$ cat config.mk
export PLATFORM = sky130hd
export DESIGN_NAME = audio_mix_stage_flat
export DESIGN_NICKNAME = d
export VERILOG_FILES = /design/src/rtl/audio_mix_if.sv /design/src/rtl/audio_mix_stage.sv /design/src/flat_wrapper.sv
export SDC_FILE = /design/constraint.sdc
export NUM_CORES = 1
export LEC_CHECK = 0
export ABC_CLOCK_PERIOD_IN_PS = 27500
export CAP_MARGIN = 20
export CORE_MARGIN = 4
export CORE_UTILIZATION = 40
export CTS_BUF_LIST = sky130_fd_sc_hd__clkbuf_8
export DETAILED_ROUTE_END_ITERATION = 8
export MAX_ROUTING_LAYER = met4
export SETUP_SLACK_MARGIN = 0.05
export SKIP_LAST_GASP = 1
export SLEW_MARGIN = 5
export SYNTH_ARGS = -nofsm -noshare
export SYNTH_HDL_FRONTEND = slang
export SYNTH_SLANG_ARGS = --single-unit
$ cat constraint.sdc
create_clock -name clk -period 27.5 [get_ports clk]
set_input_delay 5.5 -clock clk [delete_from_list [all_inputs] [get_ports clk]]
set_output_delay 5.5 -clock clk [all_outputs]
set_load 0.05 [all_outputs]
$ cat src/rtl/audio_mix_if.sv
// audio_mix_if: frame strobe, source/gain inputs and mixed-sample outputs of the mixer
interface audio_mix_if;
  logic        sample_stb;
  logic [79:0] in_l;
  logic [79:0] in_r;
  logic [7:0]  vol1;
  logic [7:0]  vol2;
  logic [7:0]  vol3;
  logic [7:0]  vol4;
  logic [7:0]  vol5;
  logic        swap_channels;
  logic [15:0] out_l;
  logic [15:0] out_r;
  logic        out_valid;
  logic        audio_overflow;
  logic        busy;
  logic        stb_missed;
  modport master (
    output sample_stb, in_l, in_r, vol1, vol2, vol3, vol4, vol5, swap_channels,
    input  out_l, out_r, out_valid, audio_overflow, busy, stb_missed
  );
  modport slave (
    input  sample_stb, in_l, in_r, vol1, vol2, vol3, vol4, vol5, swap_channels,
    output out_l, out_r, out_valid, audio_overflow, busy, stb_missed
  );
endinterface

$ cat src/rtl/audio_mix_stage.sv
// audio_mix_stage: five-source stereo mixer, one shared 17x17 MAC per cycle, saturating output
module audio_mix_stage #(
  parameter int GAIN_SHIFT = 7
) (
  input logic       clk,
  input logic       rst,
  audio_mix_if.slave bus
);
  typedef enum logic [1:0] {IDLE, MAC, SAT, DONE} state_t;
  state_t             state;
  logic [3:0]         idx;
  logic [79:0]        snap_l;
  logic [79:0]        snap_r;
  logic [39:0]        snap_vol;
  logic               snap_swap;
  logic signed [26:0] acc_l;
  logic signed [26:0] acc_r;
  logic               sat_l;
  logic               sat_r;
  logic [2:0]         src;
  logic signed [15:0] sample;
  logic [7:0]         vol;
  logic signed [26:0] prod;
  logic [16:0]        cl;
  logic [16:0]        cr;
  // {saturated, value} after the floor shift and 16-bit clamp
  function automatic logic [16:0] clamp(input logic signed [26:0] a);
    logic signed [26:0] s;
    s = a >>> GAIN_SHIFT;
    return s > 27'sd32767 ? {1'b1, 16'h7fff} : s < -27'sd32768 ? {1'b1, 16'h8000} : {1'b0, s[15:0]};
  endfunction
  assign src    = idx < 4'd5 ? idx[2:0] : 3'(idx - 4'd5);
  assign sample = idx < 4'd5 ? snap_l[{src, 4'd0} +: 16] : snap_r[{src, 4'd0} +: 16];
  assign vol    = snap_vol[{src, 3'd0} +: 8];
  assign prod   = 27'(sample) * 27'($signed({1'b0, vol}));
  assign cl     = clamp(acc_l);
  assign cr     = clamp(acc_r);
  assign bus.audio_overflow = sat_l | sat_r;
  always_ff @(posedge clk) begin
    if (rst) begin
      state          <= IDLE;
      idx            <= '0;
      acc_l          <= '0;
      acc_r          <= '0;
      sat_l          <= 1'b0;
      sat_r          <= 1'b0;
      bus.out_l      <= '0;
      bus.out_r      <= '0;
      bus.out_valid  <= 1'b0;
      bus.busy       <= 1'b0;
      bus.stb_missed <= 1'b0;
    end else begin
      bus.stb_missed <= bus.sample_stb && state != IDLE;
      case (state)
        IDLE: if (bus.sample_stb) begin
          snap_l    <= bus.in_l;
          snap_r    <= bus.in_r;
          snap_vol  <= {bus.vol5, bus.vol4, bus.vol3, bus.vol2, bus.vol1};
          snap_swap <= bus.swap_channels;
          acc_l     <= '0;
          acc_r     <= '0;
          idx       <= '0;
          bus.busy  <= 1'b1;
          state     <= MAC;
        end
        MAC: begin
          if (idx < 4'd5) acc_l <= acc_l + prod;
          else acc_r <= acc_r + prod;
          idx <= idx + 4'd1;
          if (idx == 4'd9) state <= SAT;
        end
        SAT: begin
          bus.out_l     <= snap_swap ? cr[15:0] : cl[15:0];
          bus.out_r     <= snap_swap ? cl[15:0] : cr[15:0];
          sat_l         <= cl[16];
          sat_r         <= cr[16];
          bus.out_valid <= 1'b1;
          state         <= DONE;
        end
        default: begin
          bus.out_valid <= 1'b0;
          sat_l         <= 1'b0;
          sat_r         <= 1'b0;
          bus.busy      <= 1'b0;
          state         <= IDLE;
        end
      endcase
    end
  end
endmodule

$ cat src/flat_wrapper.sv
// flat-port wrapper written by rule: the top's interface ports become plain ports
module audio_mix_stage_flat 
#(
  parameter int GAIN_SHIFT = 7
)
  (clk, rst, bus_sample_stb, bus_in_l, bus_in_r, bus_vol1, bus_vol2, bus_vol3, bus_vol4, bus_vol5, bus_swap_channels, bus_out_l, bus_out_r, bus_out_valid, bus_audio_overflow, bus_busy, bus_stb_missed);
  audio_mix_if bus_i ();
  input logic clk;
  input logic rst;
  input wire logic [$bits(bus_i.sample_stb)-1:0] bus_sample_stb;
  input wire logic [$bits(bus_i.in_l)-1:0] bus_in_l;
  input wire logic [$bits(bus_i.in_r)-1:0] bus_in_r;
  input wire logic [$bits(bus_i.vol1)-1:0] bus_vol1;
  input wire logic [$bits(bus_i.vol2)-1:0] bus_vol2;
  input wire logic [$bits(bus_i.vol3)-1:0] bus_vol3;
  input wire logic [$bits(bus_i.vol4)-1:0] bus_vol4;
  input wire logic [$bits(bus_i.vol5)-1:0] bus_vol5;
  input wire logic [$bits(bus_i.swap_channels)-1:0] bus_swap_channels;
  output wire logic [$bits(bus_i.out_l)-1:0] bus_out_l;
  output wire logic [$bits(bus_i.out_r)-1:0] bus_out_r;
  output wire logic [$bits(bus_i.out_valid)-1:0] bus_out_valid;
  output wire logic [$bits(bus_i.audio_overflow)-1:0] bus_audio_overflow;
  output wire logic [$bits(bus_i.busy)-1:0] bus_busy;
  output wire logic [$bits(bus_i.stb_missed)-1:0] bus_stb_missed;
  assign bus_i.sample_stb = bus_sample_stb;
  assign bus_i.in_l = bus_in_l;
  assign bus_i.in_r = bus_in_r;
  assign bus_i.vol1 = bus_vol1;
  assign bus_i.vol2 = bus_vol2;
  assign bus_i.vol3 = bus_vol3;
  assign bus_i.vol4 = bus_vol4;
  assign bus_i.vol5 = bus_vol5;
  assign bus_i.swap_channels = bus_swap_channels;
  assign bus_out_l = bus_i.out_l;
  assign bus_out_r = bus_i.out_r;
  assign bus_out_valid = bus_i.out_valid;
  assign bus_audio_overflow = bus_i.audio_overflow;
  assign bus_busy = bus_i.busy;
  assign bus_stb_missed = bus_i.stb_missed;
  audio_mix_stage #(.GAIN_SHIFT(GAIN_SHIFT)) u_core (.clk(clk), .rst(rst), .bus(bus_i));
endmodule
### Word level (Yosys, flattened, before mapping)

Index checks and enable logic that the tools add are counted.

* mux-type cells: 23
* shift-type cells: 3
* multipliers: 1
* eq/ne operators: 7
* add/sub/neg operators: 4
* bitwise operators: 3
* magnitude comparators: 5
* reductions and logical operators: 12

Operators with widths (count)
* indexed part select 80 x 8 -> 16 bit: 2
* one-hot mux 27 bit (2 select lines): 2
* two-way mux 27 bit: 3
* two-way mux 17 bit: 4
* adder 27 x 25 -> 27 bit: 2
* two-way mux 16 bit: 3
* greater-than comparator 20 x 16 -> 1 bit (second input constant): 2
* < comparator 20 x 16 -> 1 bit (second input constant): 2
* indexed part select 40 x 7 -> 8 bit: 1
* multiplier 16 x 9 -> 25 bit: 1
* AND reduction 3 bit: 3
* one-hot mux 1 bit (2 select lines): 4
* one-hot mux 4 bit (2 select lines): 1
* one-hot mux 2 bit (3 select lines): 1
* AND reduction 2 bit: 3
* adder 4 x 1 -> 4 bit (second input constant): 1
* == test 4 bit (second input constant): 1
* < comparator 4 x 3 -> 1 bit (second input constant): 1
* two-way mux 2 bit: 2
* two-way mux 4 bit: 1
* inequality test 2 x 1 -> 1 bit (second input constant): 2
* inequality test 2 bit (second input constant): 2
* nonzero test 2 bit: 2
* OR reduction 2 bit: 2
* 9 further kinds: 10

* output and inout bits: 36
* bits in registers: 298

### Logic depth before layout (Yosys ltp)

* depth after elaboration: 8
* gate-level depth with buffers: 42
* mapped depth without buffers: 38

### Worst setup path before layout

No wires, ideal clock.

* kind: in2reg
* from: input rst
* to: register u_core.snap_l[0], enable pin
* data arrival time: 20462 ps
* cell stages on the path: 3
* buffers on the path: 2
* setup time: 1050 ps
* setup slack: 5988 ps
* cells stage by stage: clkbuf_1 > buf_1 > nor3b_1

* word-level cells in the longest chain between the ends: 2

Ends and longest elaborated chain
* start, declared: line flat_wrapper.sv:9 `input logic rst;`
* NOT 1 bit (no source line)
* AND reduction 3 bit (no source line)
* end signal, assigned: line audio_mix_stage.sv:56 `snap_l <= bus.in_l;`
* end, declared: line audio_mix_stage.sv:12 `logic [79:0] snap_l;`

No other way between the ends.
A chain may end at the register's enable or synchronous reset.

### Worst setup path after layout

* from: register u_core.idx[0]
* to: register u_core.acc_l[26]

* word-level cells in the longest chain between the ends: 8
* elaborated cells on any way between the ends: 13
* classes of those cells: 2 x add/sub; 1 x mul; 1 x order compare; 1 x eq/ne; 3 x shift; 4 x mux; 1 x reduce/logical

Ends and longest elaborated chain
* start, declared: line audio_mix_stage.sv:11 `logic [3:0] idx;`
* start signal, assigned: line audio_mix_stage.sv:69 `idx <= idx + 4'd1;`
* < comparator 4 x 3 -> 1 bit or subtractor 3 bit (tied branches): line audio_mix_stage.sv:32, audio_mix_stage.sv:33, audio_mix_stage.sv:67
* two-way mux 3 bit: line audio_mix_stage.sv:32 `assign src = idx < 4'd5 ? idx[2:0] : 3'(idx - 4'd5);`
* indexed part select 80 x 8 -> 16 bit: line audio_mix_stage.sv:33 `assign sample = idx < 4'd5 ? snap_l[{src, 4'd0} +: 16] : snap_r[{src, 4'd0} +: 16];`
* two-way mux 16 bit: line audio_mix_stage.sv:33
* multiplier 16 x 9 -> 25 bit: line audio_mix_stage.sv:35 `assign prod = 27'(sample) * 27'($signed({1'b0, vol}));`
* adder 27 x 25 -> 27 bit: line audio_mix_stage.sv:67 `if (idx < 4'd5) acc_l <= acc_l + prod;`
* two-way mux 27 bit: line audio_mix_stage.sv:67
* one-hot mux 27 bit (2 select lines): line audio_mix_stage.sv:54 `case (state)`
* end signal, assigned: line audio_mix_stage.sv:67
* end, declared: line audio_mix_stage.sv:16 `logic signed [26:0] acc_l;`

Parallel ways exist; a longest one is shown, timed or not. The select of a mux whose other input is x is not followed.

==> impl_metrics.json <==
{
  "dieWidth_microns": 225,
  "async_flop_share_pct": 0,
  "netlist_area_sq_mm": 0.0188,
  "syn_nets": 2126,
  "drc": 0,
  "initial_core_util_pct": 40.4,
  "cts_buffer_depth": 3,
  "grt_pass1_vias": 14200,
  "area_growth_pct": 21.8,
  "dieArea_sq_mm": 0.0504,
  "cp-start-kind": "flip-flop",
  "ys.flop_type": "edfxtp_1",
  "clk_pin_slew_worst_paths_ps": 60,
  "cts_buffers": 52,
  "grt_usage_pct": 18.7,
  "synth_compound_area_share_pct": 13.2,
  "grt_pass1_wl_mm": 74.2,
  "grt-ovfl-total": 0,
  "hpwlAfterDp_mm": 35.2,
  "numPortBuffers": 239,
  "status": "completed",
  "synth_top_family_by_area": "adder cells",
  "gr-usage-met3_pct": 3.55,
  "post_cts_buffers": 0,
  "synth_area_per_cell_sq_um": 11.0,
  "wl_mm": 45.4,
  "synth-xor-area-share_pct": 3.51,
  "synthAdderAreaFrac_pct": 18.6,
  "regToRegSetupSlack_ps": 18090,
  "antenna_found_initial": 1,
  "crit_path_end": "u_core.acc_l[26]",
  "finalClockSkew_ps": 31.7,
  "yosysSeqAreaShare_pct": 42.5,
  "worst_ep_arrival_time_ps": 9930,
  "dr.first_iter.drc_count": 702,
  "rr_startpoint": "u_core.idx[0]",
  "coreArea_sq_mm": 0.0465,
  "crit_path_max_fanout": 30,
  "netlist_instances": 1706,
  "reg2reg_to": "u_core.acc_l[26]",
  "nets": 2370,
  "finalSetupViolations": 0,
  "synth_enable_flop_cells": 201,
  "rsz0062_at_grt": "no",
  "grt_use_met2_pct": 29.7,
  "yosys.area_share.simple_pct": 9.79,
  "crit_slowest_cell": "dfxtp_4",
  "hold_violations": 0,
  "cts_max_level": 2,
  "slew_headroom_pct": 20.8,
  "fmax_mhz": 106,
  "root_buffer": "clkbuf_8",
  "cp_data_required_time_ps": 28020,
  "timing.critical_path.slowest_cell_delay_ps": 640,
  "viasPerCell": 5.14,
  "dr.pass1.iters": 5,
  "cpMostUsedCell": "inv_1",
  "startpoint": "u_core.idx[0]",
  "r2r_cells": 35,
  "wl_per_cell_microns": 17.5,
  "tightestPinTransition_ps": 1190,
  "rows": 79,
  "final.period_utilization_pct": 34.2,
  "gp_congestion": 0.937,
  "final_common_cell": "clkdlybuf4s50_1",
  "cts.hold.buffers_added": 0,
  "ys_seq_elements": 298,
  "fill_cells": 4212,
  "slew_viol_final": 0,
  "drive_gt1_share_pct": 9.45,
  "grt_use_met1_pct": 24.5,
  "clk_latency_ps": 640,
  "synth.distinct_cells": 78,
  "die_h_microns": 225,
  "final_cell_mix": "238 x clkdlybuf4s50_1, 201 x inv_1, 201 x edfxtp_1",
  "period_minus_slack_ps": 9410,
  "maxCapViolCount": 0,
  "top_usage_layer": "met2",
  "cts-resized-gates": 0,
  "critPathKind": "reg -> reg",
  "synthMuxAreaShare_pct": 7.09,
  "synth_warnings": 0,
  "grt_max_degree": 202,
  "cts_tree": "done",
  "detail-route-antenna-nets": 0,
  "crit_path_end_kind": "flip-flop",
  "pin_count": 240,
  "setup-tns-final_ps": 0,
  "hp-class": "reg -> reg",
  "vias": 13300,
  "cts_sinks": 298
}
==> synthesized netlist by cell type, types with 8 or more instances <==
| cell type | n | area [sq um] |
|---|---|---|
| buf_2 | 14 | 70.1 |
| dfxtp_1 | 97 | 1940 |
| o21ai_0 | 76 | 380 |
| fa_1 | 104 | 2080 |
| xor2_1 | 23 | 201 |
| o21a_1 | 13 | 97.6 |
| mux2i_1 | 26 | 260 |
| and2_1 | 8 | 50.1 |
| a22oi_1 | 31 | 233 |
| mux2_2 | 31 | 349 |
| nand3_1 | 38 | 190 |
| a22o_1 | 18 | 158 |
| mux4_2 | 32 | 721 |
| xnor2_1 | 46 | 403 |
| ha_1 | 112 | 1400 |
| inv_1 | 190 | 713 |
| edfxtp_1 | 201 | 6040 |
| nand2b_1 | 21 | 131 |
| o21ai_1 | 15 | 75.1 |
| a21oi_1 | 67 | 335 |
| clkbuf_1 | 48 | 180 |
| nor2b_1 | 31 | 194 |
| nor2_1 | 160 | 601 |
| o211ai_1 | 17 | 128 |
| nand2_1 | 103 | 387 |
| a31oi_1 | 15 | 93.8 |
| a211oi_1 | 34 | 255 |
| a21o_1 | 24 | 180 |
| nor3_1 | 17 | 85.1 |
==> worst min path at each step <==
| stage | startpoint | endpoint | slack, ps | depth (start not counted) |
|---|---|---|---|---|
| 3_3_place_gp | u_core.sat_l | u_core.sat_l | 450 | 2 |
| 2_1_floorplan | u_core.acc_l[2] | u_core.acc_l[2] | 440 | 2 |
| 6_report | u_core.acc_l[2] | u_core.acc_l[2] | 460 | 2 |
| 3_5_place_dp | u_core.acc_l[2] | u_core.acc_l[2] | 460 | 2 |
| 5_1_grt | u_core.sat_l | u_core.sat_l | 500 | 2 |
| 4_1_cts | u_core.acc_l[2] | u_core.acc_l[2] | 470 | 2 |
==> per-layer routing <==
metal / up-vias / wire, microns / part of all wire (%)
li1: 6531 / - / -
met1: 6390 / 20900 / 46
met2: 356 / 21000 / 46
met3: 63 / 2480 / 5.5
met4: 0 / 1010 / 2.2
met5: - / 0 / 0
==> registers in the layout, indices dropped and copies added, names as in the netlist, 2 cells and up <==
signal            cells
u_core.snap_vol      40
u_core.acc_r         27
u_core.bus.out_l     16
u_core.acc_l         27
u_core.state          2
u_core.snap_r        80
u_core.snap_l        80
u_core.bus.out_r     16
u_core.idx            4
==> cells by family after synthesis <==
kind of cell / Yosys count
multiplexers: 89
AND/OR/NAND/NOR: 407
flip-flops: 298
AO/OA/AOI/OAI: 365
XOR/XNOR: 71
buffers and inverters: 260
adder cells (fa/ha/maj): 216
==> layout make-up <==
cell class,instances,area [sq um],area share (%)
diodes,1,2.50,0.0110
flip-flops and latches,298,7980,34.9
clock inverters,38,253,1.11
repair buffers,259,2550,11.2
multi-input cells,1148,9830,43.0
clock buffers,55,757,3.31
inverters,191,717,3.14
well taps,607,759,3.32
==> metrics by stage <==
| stage | area [sq um] | utilization, % | std cells | setup WS, ps | hold slack [ps] |
|---|---|---|---|---|---|
| final | 22800 | 49.2 | 2597 | 18090 | 460 |
| after global routing | 22800 | 49.2 | 2597 | 17300 | 498 |
| after CTS | 22800 | 49.2 | 2596 | 18010 | 466 |
| after detailed placement | 21800 | 47.0 | 2503 | 18040 | 459 |
| after global placement | 21800 | 47.0 | 2503 | 18200 | 454 |
| after floorplan | 18800 | - | 1706 | 5990 | 436 |
==> critical path, delay by kind of cell, from the launching register on <==
family / cells / cell delay [ps]
mux: 2 / 310
compound gates: 14 / 3220
xor+xnor: 3 / 980
simple gates: 3 / 410
flops: 1 / 640
fa+ha+maj: 7 / 3060
buf+inv: 6 / 660
Power is not shown: default switching activity piles up to over one toggle a cycle in this logic, so the estimate is an artifact.
